$ cat config.mk
export PLATFORM = sky130hd
export DESIGN_NAME = leitor_caminho_flat
export DESIGN_NICKNAME = d
export VERILOG_FILES = /design/src/rtl/leitor_caminho_if.sv /design/src/rtl/leitor_caminho.sv /design/src/flat_wrapper.sv
export SDC_FILE = /design/constraint.sdc
export NUM_CORES = 1
export LEC_CHECK = 0
export CAP_MARGIN = 0
export CORE_MARGIN = 2
export CORE_UTILIZATION = 40
export DETAILED_ROUTE_END_ITERATION = 7
export MAX_ROUTING_LAYER = met4
export PLACE_DENSITY_LB_ADDON = 0.12
export SYNTH_ARGS = -nofsm -noshare
export SYNTH_HDL_FRONTEND = slang
export SYNTH_SLANG_ARGS = --single-unit
export TNS_END_PERCENT = 5
$ cat constraint.sdc
create_clock -name clk -period 3.85 [get_ports clk]
set_clock_uncertainty 0.15 [all_clocks]
set_input_delay 0.9625 -clock clk [delete_from_list [all_inputs] [get_ports clk]]
set_output_delay 0.9625 -clock clk [all_outputs]
set_load 0.005 [all_outputs]
$ cat src/rtl/leitor_caminho_if.sv
// Bus bundle for the path reader: start command, parent-memory read port, node stream.
// LEITOR_COMPRIMENTO_EN adds the path-length output to the bundle.
interface leitor_caminho_if #(
    parameter int ADDR_WIDTH = 10
);
    logic                  leitor_inicio_in;
    logic [ADDR_WIDTH-1:0] leitor_addr_fonte_in;
    logic [ADDR_WIDTH-1:0] leitor_addr_destino_in;
    logic                  leitor_rd_en_out;
    logic [ADDR_WIDTH-1:0] leitor_rd_addr_out;
    logic [ADDR_WIDTH-1:0] leitor_rd_data_in;
    logic [ADDR_WIDTH-1:0] leitor_no_out;
    logic                  leitor_no_valid_out;
    logic                  leitor_no_ready_in;
    logic                  leitor_no_ultimo_out;
    logic                  leitor_ocupado_out;
    logic                  leitor_fim_out;
    logic                  leitor_erro_out;
`ifdef LEITOR_COMPRIMENTO_EN
    logic [ADDR_WIDTH:0]   leitor_comprimento_out;

    modport slave (
        input  leitor_inicio_in, leitor_addr_fonte_in, leitor_addr_destino_in,
               leitor_rd_data_in, leitor_no_ready_in,
        output leitor_rd_en_out, leitor_rd_addr_out, leitor_no_out, leitor_no_valid_out,
               leitor_no_ultimo_out, leitor_ocupado_out, leitor_fim_out, leitor_erro_out,
               leitor_comprimento_out
    );

    modport master (
        output leitor_inicio_in, leitor_addr_fonte_in, leitor_addr_destino_in,
               leitor_rd_data_in, leitor_no_ready_in,
        input  leitor_rd_en_out, leitor_rd_addr_out, leitor_no_out, leitor_no_valid_out,
               leitor_no_ultimo_out, leitor_ocupado_out, leitor_fim_out, leitor_erro_out,
               leitor_comprimento_out
    );
`else
    modport slave (
        input  leitor_inicio_in, leitor_addr_fonte_in, leitor_addr_destino_in,
               leitor_rd_data_in, leitor_no_ready_in,
        output leitor_rd_en_out, leitor_rd_addr_out, leitor_no_out, leitor_no_valid_out,
               leitor_no_ultimo_out, leitor_ocupado_out, leitor_fim_out, leitor_erro_out
    );

    modport master (
        output leitor_inicio_in, leitor_addr_fonte_in, leitor_addr_destino_in,
               leitor_rd_data_in, leitor_no_ready_in,
        input  leitor_rd_en_out, leitor_rd_addr_out, leitor_no_out, leitor_no_valid_out,
               leitor_no_ultimo_out, leitor_ocupado_out, leitor_fim_out, leitor_erro_out
    );
`endif
endinterface

$ cat src/rtl/leitor_caminho.sv
// Walks the parent-pointer memory from destino back to fonte, streaming each node.
// Optional LEITOR_COMPRIMENTO_EN reports the node count of the last completed path.
module leitor_caminho #(
    parameter int ADDR_WIDTH = 10,
    parameter int MAX_PASSOS = 1023
) (
    input  logic             clk,
    input  logic             rst_n,
    leitor_caminho_if.slave  bus
);
    typedef enum logic [1:0] {OCIOSO, EMITIR, LER, ERRO} estado_t;

    localparam logic [ADDR_WIDTH:0] PASSOS_LIM = (ADDR_WIDTH+1)'(MAX_PASSOS);

    estado_t               estado, estado_prox;
    logic [ADDR_WIDTH-1:0] fonte;
    logic [ADDR_WIDTH-1:0] no_atual;
    logic [ADDR_WIDTH:0]   passos;
    logic                  fim_q;
    logic                  emitindo;
    logic                  ultimo;
    logic                  transfer;
    logic                  aborta;

    assign emitindo = (estado == EMITIR);
    assign ultimo   = emitindo && (no_atual == fonte);
    assign transfer = emitindo && bus.leitor_no_ready_in;
    // Self-parent or too many reads both mean the parent chain never reaches fonte.
    assign aborta   = (bus.leitor_rd_data_in == no_atual) || (passos > PASSOS_LIM);

    always_comb begin
        estado_prox = estado;
        case (estado)
            OCIOSO: if (bus.leitor_inicio_in) estado_prox = EMITIR;
            EMITIR: if (transfer) estado_prox = ultimo ? OCIOSO : LER;
            LER:    estado_prox = aborta ? ERRO : EMITIR;
            ERRO:   estado_prox = OCIOSO;
            default: estado_prox = OCIOSO;
        endcase
    end

    always_ff @(posedge clk or negedge rst_n) begin
        if (!rst_n) begin
            estado   <= OCIOSO;
            fonte    <= '0;
            no_atual <= '0;
            passos   <= '0;
            fim_q    <= 1'b0;
        end else begin
            estado <= estado_prox;
            fim_q  <= transfer && ultimo;
            if (estado == OCIOSO && bus.leitor_inicio_in) begin
                fonte    <= bus.leitor_addr_fonte_in;
                no_atual <= bus.leitor_addr_destino_in;
                passos   <= '0;
            end
            if (transfer && !ultimo)
                passos <= passos + 1'b1;
            if (estado == LER && !aborta)
                no_atual <= bus.leitor_rd_data_in;
        end
    end

`ifdef LEITOR_COMPRIMENTO_EN
    logic [ADDR_WIDTH:0] contagem;
    logic [ADDR_WIDTH:0] comprimento;

    always_ff @(posedge clk or negedge rst_n) begin
        if (!rst_n) begin
            contagem    <= '0;
            comprimento <= '0;
        end else begin
            if (estado == OCIOSO && bus.leitor_inicio_in)
                contagem <= '0;
            else if (transfer)
                contagem <= contagem + 1'b1;
            if (transfer && ultimo)
                comprimento <= contagem + 1'b1;
        end
    end

    assign bus.leitor_comprimento_out = comprimento;
`endif

    assign bus.leitor_no_valid_out  = emitindo;
    assign bus.leitor_no_out        = emitindo ? no_atual : '0;
    assign bus.leitor_no_ultimo_out = ultimo;
    assign bus.leitor_rd_en_out     = transfer && !ultimo;
    assign bus.leitor_rd_addr_out   = (transfer && !ultimo) ? no_atual : '0;
    assign bus.leitor_ocupado_out   = (estado != OCIOSO);
    assign bus.leitor_fim_out       = fim_q;
    assign bus.leitor_erro_out      = (estado == ERRO);
endmodule
$ cat src/flat_wrapper.sv
// flat-port wrapper written by rule: the top's interface ports become plain ports
module leitor_caminho_flat 
#(
    parameter int ADDR_WIDTH = 10,
    parameter int MAX_PASSOS = 1023
)
  (clk, rst_n, bus_leitor_inicio_in, bus_leitor_addr_fonte_in, bus_leitor_addr_destino_in, bus_leitor_rd_data_in, bus_leitor_no_ready_in, bus_leitor_rd_en_out, bus_leitor_rd_addr_out, bus_leitor_no_out, bus_leitor_no_valid_out, bus_leitor_no_ultimo_out, bus_leitor_ocupado_out, bus_leitor_fim_out, bus_leitor_erro_out);
  leitor_caminho_if #(.ADDR_WIDTH(ADDR_WIDTH)) bus_i ();
  input  logic clk;
  input  logic rst_n;
  input wire logic [$bits(bus_i.leitor_inicio_in)-1:0] bus_leitor_inicio_in;
  input wire logic [$bits(bus_i.leitor_addr_fonte_in)-1:0] bus_leitor_addr_fonte_in;
  input wire logic [$bits(bus_i.leitor_addr_destino_in)-1:0] bus_leitor_addr_destino_in;
  input wire logic [$bits(bus_i.leitor_rd_data_in)-1:0] bus_leitor_rd_data_in;
  input wire logic [$bits(bus_i.leitor_no_ready_in)-1:0] bus_leitor_no_ready_in;
  output wire logic [$bits(bus_i.leitor_rd_en_out)-1:0] bus_leitor_rd_en_out;
  output wire logic [$bits(bus_i.leitor_rd_addr_out)-1:0] bus_leitor_rd_addr_out;
  output wire logic [$bits(bus_i.leitor_no_out)-1:0] bus_leitor_no_out;
  output wire logic [$bits(bus_i.leitor_no_valid_out)-1:0] bus_leitor_no_valid_out;
  output wire logic [$bits(bus_i.leitor_no_ultimo_out)-1:0] bus_leitor_no_ultimo_out;
  output wire logic [$bits(bus_i.leitor_ocupado_out)-1:0] bus_leitor_ocupado_out;
  output wire logic [$bits(bus_i.leitor_fim_out)-1:0] bus_leitor_fim_out;
  output wire logic [$bits(bus_i.leitor_erro_out)-1:0] bus_leitor_erro_out;
  assign bus_i.leitor_inicio_in = bus_leitor_inicio_in;
  assign bus_i.leitor_addr_fonte_in = bus_leitor_addr_fonte_in;
  assign bus_i.leitor_addr_destino_in = bus_leitor_addr_destino_in;
  assign bus_i.leitor_rd_data_in = bus_leitor_rd_data_in;
  assign bus_i.leitor_no_ready_in = bus_leitor_no_ready_in;
  assign bus_leitor_rd_en_out = bus_i.leitor_rd_en_out;
  assign bus_leitor_rd_addr_out = bus_i.leitor_rd_addr_out;
  assign bus_leitor_no_out = bus_i.leitor_no_out;
  assign bus_leitor_no_valid_out = bus_i.leitor_no_valid_out;
  assign bus_leitor_no_ultimo_out = bus_i.leitor_no_ultimo_out;
  assign bus_leitor_ocupado_out = bus_i.leitor_ocupado_out;
  assign bus_leitor_fim_out = bus_i.leitor_fim_out;
  assign bus_leitor_erro_out = bus_i.leitor_erro_out;
  leitor_caminho #(.ADDR_WIDTH(ADDR_WIDTH), .MAX_PASSOS(MAX_PASSOS)) u_core (.clk(clk), .rst_n(rst_n), .bus(bus_i));
endmodule
==> flow_summary.yaml, run 1 <==
run_status:
  status: "finished clean"
global_route:
  grt_use_total: 0.1984
  antenna_found_initial: 0
  grt_pass1_wl_mm: 8.045
  grt_pass1_vias: 1637
  overflow: 0
  grt_max_degree: 35
worst_setup_path:
  crit_buf_inv: 3
  cp_slowest_stage_delay_ns: 0.50
  r2r-start: "u_core.no_atual[1]$_DFFE_PN0P_"
  cp-end-kind: "output pin"
  r2r_cells: 7
  cp_slowest_cell: "clkdlybuf4s50_1"
  start_kind: "input port"
  cp_cell_sequence: "clkdlybuf4s50_1 > nand2_1 > a31oi_2 > buf_12 > and2_1 > clkdlybuf4s50_1"
  critical_path_depth: 6
  r2r_slack_ns: 1.34
  timing.rr.end: "u_core.passos[4]$_DFFE_PN0P_"
  cp_max_fo: 29
  crit_start: "bus_leitor_no_ready_in"
  worstPathRequired_ns: 2.74
  crit_type: "in2out"
  path_delay_family: "buffers and inverters"
  arrival_ns: 2.59
  crit_path_end: "bus_leitor_rd_addr_out[6]"
  path_common_cell: "clkdlybuf4s50_1"
synth:
  synth_seq_cells: 34
  syn_inst: 229
  synth.avg_cell_area_um2: 8.977
  synth_area_leaders: "dfrtp_1, nand2_1, mux2_4"
  syn_nets: 264
  ys_seq_area_frac: 0.4139
  ys_warn_count: 0
  syn_area_um2: 2056
  ys_types: 29
  synth_area_leader_cell: "dfrtp_1"
  synth_top_area_frac: 0.4139
cells_and_area:
  syn_to_final_growth_pct: 37.25
  layout_common_cells: "nand2_1, clkdlybuf4s50_1, dfrtp_1, and2_1, xor2_1"
  drive_gt1_frac: 0.1000
  fillers: 492
  num-nets-final: 324
  antennaDiodeCount: 0
  mostFrequentLayoutCell: "nand2_1"
  multi_input_area_um2: 1140
  ff_latch_area_um2: 850.8
clock_network:
  clk_pin_slew_ns: 0.07
  cts_buffer_depth: 2
  cts_buffers: 5
  cts.repair.resized: 0
  cts_hold_buf: 0
  cts_setup_buffers: 0
  cts.sinks: 34
  clk_latency_ns: 0.29
  htreeDepth: 2
  root_buffer: "clkbuf_8"
  cts_tree: "built"
hold_path:
  min_path_type: "reg2reg"
flow_run:
  drv_cap: 0
pwr:
  ir_drop_mv: 0.2900
  p_per_area_nw_per_um2: 630.8
  p_leak_nw: 1.277
drt:
  wl_mm: 5.031
  drt.antenna.violating_nets: 0
  drc: 0
  wl_per_cell_um: 13.98
  dr.pass1.iters: 4
  dr_total_vias: 1701
  first_iter_violations: 108
  via_per_inst: 4.725
sta:
  maxSlewHeadroom: 0.5608
  hold_viol_final: 0
  fmax_ghz: 0.2704
  slew_violations: 0
  setup_violations: 0
  period_needed_ns: 3.698
  tightest_slew_ns: 0.6528
  rsz0062_at_grt: "no"
  holdWs_ns: 0.3263
  min_period_over_period: 0.9605
  tns_ns: 0
floorplan:
  dieWidth_um: 75.69
  start_util: 0.4077
  dieArea_um2: 5729
  ioPinCount: 60
  die_h_um: 75.69
  row_count: 26
  coreArea_um2: 5042
placed_design:
  hpwl_mm: 3.601
  port_buffers: 59
  gp_congestion: 0.7727
-- power by group --
part	total, mW	switching [mW]	internal (mW)
logic	0.856	0.362	0.494
clock network	0.278	0.133	0.144
registers	0.646	0.164	0.482
total	1.78	0.659	1.12
-- worst min-delay path by stage --
stage                                            start                           end  depth (start not counted)
after global routing      u_core.passos[5]$_DFFE_PN0P_  u_core.passos[5]$_DFFE_PN0P_                          1
after floorplan           u_core.passos[5]$_DFFE_PN0P_  u_core.passos[5]$_DFFE_PN0P_                          1
final                     u_core.passos[5]$_DFFE_PN0P_  u_core.passos[5]$_DFFE_PN0P_                          1
after detailed placement  u_core.passos[5]$_DFFE_PN0P_  u_core.passos[5]$_DFFE_PN0P_                          1
after global placement    u_core.passos[5]$_DFFE_PN0P_  u_core.passos[5]$_DFFE_PN0P_                          1
after CTS                 u_core.passos[5]$_DFFE_PN0P_  u_core.passos[5]$_DFFE_PN0P_                          1
-- layout make-up --
cell class / count / area share
Inverter: 3 / 0.003991
Clock buffer: 7 / 0.03060
Tap cell: 70 / 0.03104
Timing Repair Buffer: 64 / 0.2271
Multi-Input combinational cell: 181 / 0.4040
Sequential cell: 34 / 0.3016
Clock inverter: 1 / 0.001774
-- per-stage QoR --
stage | power [mW] | area [um^2] | cells | setup slack (ns) | util
2_1_floorplan | 1.157 | 2056 | 229 | 0.9873 | -
3_3_place_gp | 1.500 | 2730 | 352 | 0.1560 | 0.5414
3_5_place_dp | 1.516 | 2730 | 352 | 0.1574 | 0.5414
4_1_cts | 1.799 | 2821 | 360 | 0.1481 | 0.5596
5_1_grt | 1.916 | 2821 | 360 | 0.07238 | 0.5596
6_report | 1.780 | 2821 | 360 | 0.1519 | 0.5596
-- synthesized netlist by cell type --
cell / number
a31oi_2: 1
buf_4: 1
or4_4: 1
o22ai_1: 1
and3_1: 2
nand2_1: 72
nor3_1: 2
inv_1: 3
nand4_1: 5
ha_1: 1
o21ai_0: 2
nand3b_1: 1
xor2_1: 12
a22o_1: 1
buf_2: 1
o21bai_1: 1
a21oi_1: 2
buf_6: 1
dfrtp_1: 34
nor4_1: 3
mux2_4: 10
mux2_2: 5
nor2_1: 9
clkbuf_1: 8
mux2i_1: 11
xnor2_1: 8
nand3_1: 7
nand2b_1: 2
and2_1: 22
-- routing by layer --
layer | track usage | up-vias | share of wire
li1 | - | 864 | -
met1 | 0.2630 | 791 | 0.46
met2 | 0.2966 | 37 | 0.48
met3 | 0.04497 | 9 | 0.043
met4 | 0.07602 | 0 | 0.018
met5 | - | - | 0
-- sequential cells by signal, summed over array words and instances, names as in the netlist --
name and count:
u_core.passos 11, u_core.bus.leitor_fim_out 1, u_core.fonte 10, u_core.no_atual 10, u_core.estado 2
-- kinds of logic (layout without fill, tap and decap cells) --
family | count (synthesis) | after routing | share of synthesized area
mux | 26 | 26 | 0.1540
flops | 34 | 34 | 0.4139
buf+inv | 14 | 75 | 0.03165
simple gates | 126 | 126 | 0.2824
compound gates | 8 | 8 | 0.02678
fa+ha+maj | 1 | 1 | 0.006085
xor+xnor | 20 | 20 | 0.08521
Note: power is estimated with default switching activity, not from simulation.
==> run 2, diff against run 1 <==
SETUP_SLACK_MARGIN = 0.2   (was default)
==> flow_summary.yaml, run 2 (synthesis results as in run 1) <==
worst_setup_path:
  arrival_ns: 2.53
  cp_slowest_cell: "clkdlybuf4s50_1"
  r2r_slack_ns: 1.37
  cp_cell_sequence: "clkdlybuf4s50_1 > nand2_1 > a31oi_4 > buf_12 > and2_1 > clkdlybuf4s50_1"
  crit_type: "in2out"
  path_common_cell: "clkdlybuf4s50_1"
  cp_max_fo: 12
  cp-end-kind: "output pin"
  worstPathRequired_ns: 2.74
  cp_slowest_stage_delay_ns: 0.50
  start_kind: "input port"
pwr:
  p_per_area_nw_per_um2: 640.4
  power_mw: 1.856
  p_leak_nw: 1.311
  p_int_mw: 1.163
  power.net_switching_mw: 0.6931
  power_frac_clock: 0.151
  ir_drop_mv: 0.3088
  comb_power_share: 0.501
  seq_power_share: 0.348
  switching_share: 0.3735
clock_network:
  root_buffer: "clkbuf_8"
  cts.sinks: 34
  clk_latency_ns: 0.29
  cts_buffer_depth: 2
  htreeDepth: 2
  clk_pin_slew_ns: 0.07
  cts_tree: "built"
  cts_buffers: 5
cells_and_area:
  stdcell_area_um2: 2898
  largest_reg_flops: 11
  regMostFlops: "u_core.passos"
  num-nets-final: 328
  syn_to_final_growth_pct: 40.96
  finalCoreUtilization: 0.5747
  fin_cells: 364
  reg.largest.list: "u_core.passos x11, u_core.fonte x10, u_core.no_atual x10"
  antennaDiodeCount: 0
  drive_gt1_frac: 0.1190
  layout_common_cells: "nand2_1, clkdlybuf4s50_1, dfrtp_1, and2_1, xor2_1"
  mostFrequentLayoutCell: "nand2_1"
drt:
  drc: 0
  dr.pass1.iters: 4
  dr_total_vias: 1754
  wl_mm: 5.244
  wl_per_cell_um: 14.41
  drt.antenna.violating_nets: 0
  first_iter_violations: 93
  via_per_inst: 4.819
floorplan:
  coreArea_um2: 5042
  start_util: 0.4077
  die_h_um: 75.69
  ioPinCount: 60
  dieWidth_um: 75.69
  row_count: 26
  dieArea_um2: 5729
global_route:
  grt_max_degree: 35
  grt_use_total: 0.2050
  grt_pass1_vias: 1684
  antenna_found_initial: 0
  grt_pass1_wl_mm: 8.328
  overflow: 0
sta:
  hold_viol_final: 0
  tns_ns: 0
  fin_ws_ns: 0.2086
  setup_violations: 0
  fmax_ghz: 0.2746
  holdWs_ns: 0.3249
  tightest_slew_ns: 0.6155
  period_needed_ns: 3.641
  min_period_over_period: 0.9458
  maxSlewHeadroom: 0.5859
  slew_violations: 0
  rsz0062_at_grt: "yes"
placed_design:
  dp.cells: 352
  gp_congestion: 0.7727
  hpwl_mm: 3.601
  port_buffers: 59
  placed_area_um2: 2730
  pre_cts_slack_ns: 0.1574
flow_run:
  drv_cap: 0
hold_path:
  min_path_type: "reg2reg"
run_status:
  status: "finished clean"
run 2: worst max-delay path: cells and delay by family:
kind	cells	cell delay, ns
AND/OR/NAND/NOR	2	0.23
buffers and inverters	3	1.13
AO/OA/AOI/OAI	1	0.21
run 2: repair_timing:
item,in CTS,in global routing
buffers inserted,2,1
cloned,1,0
endpoints found under the setup margin,10,10
hold buffers,0,0
gates resized for setup,2,1
pin swaps,0,0
run 2: path summary, 6_finish.rpt:
check                                          endpoint                            from  cells after the start
min in group asynchronous  u_core.passos[7]$_DFFE_PN0P_                           rst_n                      2
setup reg to reg           u_core.passos[4]$_DFFE_PN0P_  u_core.no_atual[1]$_DFFE_PN0P_                      8
hold reg to reg            u_core.passos[5]$_DFFE_PN0P_    u_core.passos[5]$_DFFE_PN0P_                      1
max in group asynchronous   u_core.fonte[6]$_DFFE_PN0P_                           rst_n                      2
hold / removal             u_core.passos[5]$_DFFE_PN0P_    u_core.passos[5]$_DFFE_PN0P_                      1
setup / recovery              bus_leitor_rd_addr_out[6]          bus_leitor_no_ready_in                      6
run 2: final cells by class:
class	count	area [um^2]
repair buffers	68	695.7
multi-input cells	181	1161
clock buffers	7	86.33
well taps	70	87.58
flip-flops and latches	34	850.8
inverters	3	11.26
fillers	483	2145
clock inverters	1	5.005
run 2: routing by layer:
layer	track usage	up-vias	routed length [um]
met2	0.3034	49	2429
li1	-	874	-
met4	0.08577	0	110
met1	0.2739	822	2455
met5	-	-	0
met3	0.04233	9	249
run 2: power groups by stage:
| stage | Combinational [mW] | Sequential (mW) | Clock (mW) |
|---|---|---|---|
| 2_1_floorplan | 0.562 | 0.594 | 0 |
| 3_3_place_gp | 0.844 | 0.655 | 0 |
| 3_5_place_dp | 0.861 | 0.656 | 0 |
| 4_1_cts | 0.926 | 0.649 | 0.282 |
| 5_1_grt | 1.03 | 0.666 | 0.296 |
| 6_report | 0.929 | 0.646 | 0.281 |
